<file path="config.mk">
export PLATFORM = sky130hd
export DESIGN_NAME = ttl_74161_chain_sync
export DESIGN_NICKNAME = d
export VERILOG_FILES = /design/src/rtl/ttl_sync_pkg.sv /design/src/rtl/ttl_74161_stage.sv /design/src/rtl/ttl_74161_chain_sync.sv
export SDC_FILE = /design/constraint.sdc
export NUM_CORES = 1
export LEC_CHECK = 0
export ABC_AREA = 1
export BUFFER_PORTS_ARGS = -buffer_cell sky130_fd_sc_hd__clkbuf_2
export CAP_MARGIN = 20
export CELL_PAD_IN_SITES_DETAIL_PLACEMENT = 0
export CELL_PAD_IN_SITES_GLOBAL_PLACEMENT = 1
export CORE_UTILIZATION = 29
export DETAILED_ROUTE_END_ITERATION = 12
export GPL_ROUTABILITY_DRIVEN = 0
export HOLD_SLACK_MARGIN = 0.03
export PLACE_DENSITY = 0.84
export SETUP_SLACK_MARGIN = 0.5
export SKIP_LAST_GASP = 1
export SLEW_MARGIN = 30
export SYNTH_ARGS = -nofsm -noshare
export SYNTH_HDL_FRONTEND = slang
export SYNTH_SLANG_ARGS = --single-unit
</file>
<file path="constraint.sdc">
create_clock -name Clk -period 1.2 [get_ports Clk]
set_input_delay 0.18 -clock Clk [delete_from_list [all_inputs] [get_ports Clk]]
set_output_delay 0.18 -clock Clk [all_outputs]
set_load 0.02 [all_outputs]
</file>
<file path="src/rtl/ttl_sync_pkg.sv">
// Shared constants for the clock-enable-driven 74161 counter models.
package ttl_sync_pkg;

    localparam int unsigned NIB_W = 4;
    localparam logic [NIB_W-1:0] NIB_MAX = 4'hF;

endpackage

</file>
<file path="src/rtl/ttl_74161_stage.sv">
// One 4-bit 74161 slice: clear > load > count, with a combinational carry-enable out.
module ttl_74161_stage
    import ttl_sync_pkg::*;
(
    input  logic             Clk,
    input  logic             Reset,
    input  logic             clr,
    input  logic             load,
    input  logic             adv,
    input  logic             t_in,
    input  logic [NIB_W-1:0] d,
    output logic [NIB_W-1:0] q,
    output logic             t_out
);

    always_ff @(posedge Clk or posedge Reset) begin
        if (Reset) begin
            q <= '0;
        end else if (clr) begin
            q <= '0;
        end else if (load) begin
            q <= d;
        end else if (adv && t_in) begin
            q <= q + NIB_W'(1);
        end
    end

    // Carry enable into the next stage; follows registered q directly
    assign t_out = t_in && (q == NIB_MAX);

endmodule

</file>
<file path="src/rtl/ttl_74161_chain_sync.sv">
// Cascade of 74161 counters clocked by Clk, advanced on rising edges of Cen.
module ttl_74161_chain_sync
    import ttl_sync_pkg::*;
#(
    parameter int STAGES = 2
) (
    input  logic                      Clk,
    input  logic                      Reset,
    input  logic                      Cen,
    input  logic                      CLRn,
    input  logic                      LOADn,
    input  logic                      ENP,
    input  logic                      ENT,
    input  logic [NIB_W*STAGES-1:0]   D,
    output logic [NIB_W*STAGES-1:0]   Q,
    output logic                      RCO,
    output logic                      TICK
);

    if (STAGES < 1) begin : g_stages_chk
        $error("ttl_74161_chain_sync: STAGES must be >= 1");
    end

    logic              last_cen;
    logic              dev_edge_c;
    logic              load_c;
    logic              adv_c;
    logic [STAGES:0]   t_c;

    // last_cen resets high so a Cen held high through reset is not an edge
    always_ff @(posedge Clk or posedge Reset) begin
        if (Reset) begin
            last_cen <= 1'b1;
            TICK     <= 1'b0;
        end else begin
            last_cen <= Cen;
            TICK     <= CLRn && dev_edge_c;
        end
    end

    assign dev_edge_c = Cen && !last_cen;
    assign load_c     = dev_edge_c && !LOADn;
    assign adv_c      = dev_edge_c && LOADn && ENP;
    assign t_c[0]     = ENT;
    assign RCO        = t_c[STAGES];

    for (genvar i = 0; i < STAGES; i++) begin : g_stage
        ttl_74161_stage u_stage (
            .Clk   (Clk),
            .Reset (Reset),
            .clr   (!CLRn),
            .load  (load_c),
            .adv   (adv_c),
            .t_in  (t_c[i]),
            .d     (D[i*NIB_W +: NIB_W]),
            .q     (Q[i*NIB_W +: NIB_W]),
            .t_out (t_c[i+1])
        );
    end

endmodule

</file>
==> impl_metrics.py <==
metrics = {
    "final_layout": {
        "fin_util": 0.596,
        "synthToLayoutAreaGrowth_pct": 86.6,
        "seq_area_um2": 258,
        "multi_input_area_um2": 459,
        "final_nets": 152,
        "final_common_cell": "nand2_1",
        "final_cell_mix": "nand2_1 (34), clkbuf_2 (14), nand3_1 (11)",
        "layout-drive-gt1-share": 0.567,
        "diodes": 0,
        "fill_cells": 187,
    },
    "detailed_routing": {
        "drc_errors": 0,
        "drtIter0Drc": 8,
        "wl_per_cell_um": 11.8,
        "vias": 746,
        "ant_nets": 0,
        "viasPerCell": 4.63,
        "routed_wirelength_um": 1910,
        "drt_pre_antenna_iters": 4,
    },
    "critical_path": {
        "worstSetupPathType": "reg2out",
        "startpoint_type": "flop",
        "crit_path_end_kind": "output port",
        "cp.arrival_ns": 1.29,
        "crit_chain": "ha_4 -> nand2_4 -> nor4_4 -> buf_4",
        "cp_top_family": "flip-flops",
        "crit_path_max_fanout": 2,
        "slowest_stage": "dfrtp_2",
        "cp.required_ns": 1.02,
        "max_stage_delay_ns": 0.39,
        "worst-path-buf-inv": 1,
    },
    "placed_design": {
        "dp.final_hpwl_um": 1290,
        "io_buffer_count": 24,
    },
    "yosys": {
        "ys_top_cells_by_area": "dfrtp_1 (35%), nand2_1 (23%), nand3_1 (11%)",
        "syn_avg_cell_area_um2": 7.25,
        "yosys_warnings": 0,
        "synth_edf_count": 0,
        "synth_top_cell_by_area": "dfrtp_1",
        "ys_seq_elements": 10,
        "syn_area_um2": 646,
        "ys_seq_area_frac": 0.390,
        "synthCells": 89,
        "synth_top_cell_area_share": 0.349,
        "ys_async_sr_fraction": 1.00,
        "synth.net_count": 106,
        "synth_cell_types": 18,
        "synth_flop_cell": "dfrtp_1",
    },
    "floorplanning": {
        "rows": 16,
        "die_w_um": 49.2,
        "start_util": 0.319,
        "core-area_mm2": 0.00202,
        "die_h_um": 49.2,
        "pin_count": 25,
        "dieArea_mm2": 0.00242,
    },
    "global_routing": {
        "grt_pass1_vias": 741,
        "grt_usage": 0.180,
        "grt_antenna_before_repair": 0,
        "gr-total-overflow": 0,
        "grt_pass1_wl_um": 3290,
        "grt_max_degree": 11,
    },
    "power": {
        "p_leak_nw": 0.651,
        "irDropWorstVdd_uv": 402,
        "p_per_area_mw_per_mm2": 697,
    },
    "cts": {
        "cts_root_buf": "clkbuf_4",
        "htreeDepth": 1,
        "holdBufCountCts": 1,
        "numCtsBuffers": 3,
        "clock-sinks": 10,
        "cts_buffer_depth": 2,
        "cts_tree": "built",
        "insertion_delay_ns": 0.27,
        "clkTransAtPathRegs_ns": 0.07,
    },
    "timing": {
        "skew_ns": 0.00161,
        "setup_violations": 13,
        "hold_slack_ns": -0.137,
        "period_needed_ns": 1.47,
        "final_max_slew_viol_count": 0,
        "tightest_slew_ns": 0.395,
        "hold_viol_final": 9,
        "setup_ws_ns": -0.266,
        "rsz0062_at_grt": "yes",
        "fin_crit_sh": 1.22,
        "slew_headroom": 0.736,
        "tns_ns": -0.745,
        "fmax_mhz": 682,
    },
    "min_path": {
        "worst_hold_path_type": "in2async",
    },
    "status": {
        "violations": "negative hold slack, negative setup slack",
        "outcome": "complete, but fails checks",
    },
    "run": {
        "maxCapViolCount": 0,
    },
}
layout make-up:
class,instances,area share
flip-flops and latches,10,0.214
repair buffers,42,0.323
clock buffers,4,0.0301
inverters,7,0.0239
well taps,27,0.0280
multi-input cells,71,0.381
through the flow:
step	instance area [um^2]	hold WS (ns)	total power, mW	setup WS (ns)	instances
detailed placement	930	0.173	0.491	-0.0391	148
global placement	930	0.181	0.490	-0.0245	148
floorplan	719	0.0192	0.434	-0.0430	89
global route	1200	-0.0904	0.880	-0.324	161
CTS	1140	-0.110	0.826	-0.285	159
finish	1200	-0.137	0.840	-0.266	161
cells in the mapped netlist, drive strengths merged (2+ instances only):
library cell / number
nand2: 41
nand3: 14
dfrtp: 9
inv: 7
nor2: 4
a21oi: 3
ha: 2
nand4: 2
or2: 2
cells by family (layout without fill, tap and decap cells):
family,after synthesis,in the layout,share of synthesized area
buffers and inverters,8,53,0.0523
AOI/OAI and AO/OA,4,4,0.0659
adders and majority gates,2,2,0.0388
and+or+nand+nor,65,65,0.454
DFF,10,10,0.390
report_power, final:
group / switching [mW] / internal, mW / total, mW
combinational: 0.0890 / 0.0823 / 0.171
clock: 0.128 / 0.184 / 0.312
sequential: 0.00848 / 0.348 / 0.357
total: 0.225 / 0.615 / 0.840
worst paths after layout:
kind	endpoint	slack [ns]	cells after the start	from
max in group asynchronous	last_cen	1.02	2	Reset
worst min register to register	TICK	0.61	3	last_cen
worst max-delay path	RCO	-0.27	4	g_stage[1].u_stage.q[0]
min in group Clk	TICK	0.19	3	Cen
worst max register to register	g_stage[1].u_stage.q[0]	-0.05	7	last_cen
worst min-delay path	TICK	-0.14	2	Reset
flip-flops by register name, summed over array words and instances (netlist names):
signal / count
last_cen: 1
g_stage.u_stage.q: 8
TICK: 1
layer usage:
metal  vias up  GRT usage  wire length, um
met5         -          0                0
met4         0     0.0686               13
met3         2     0.0343               89
met2        20      0.308              960
met1       346      0.221              841
li1        378          -                -
repair_timing:
action,CTS,global route
resized for setup,28,19
buffers inserted,5,2
pin swaps,3,5
cloned,1,0
setup endpoints to repair,19,19
endpoints found under the hold margin,10,9
Note: power is estimated with default switching activity, not from simulation.
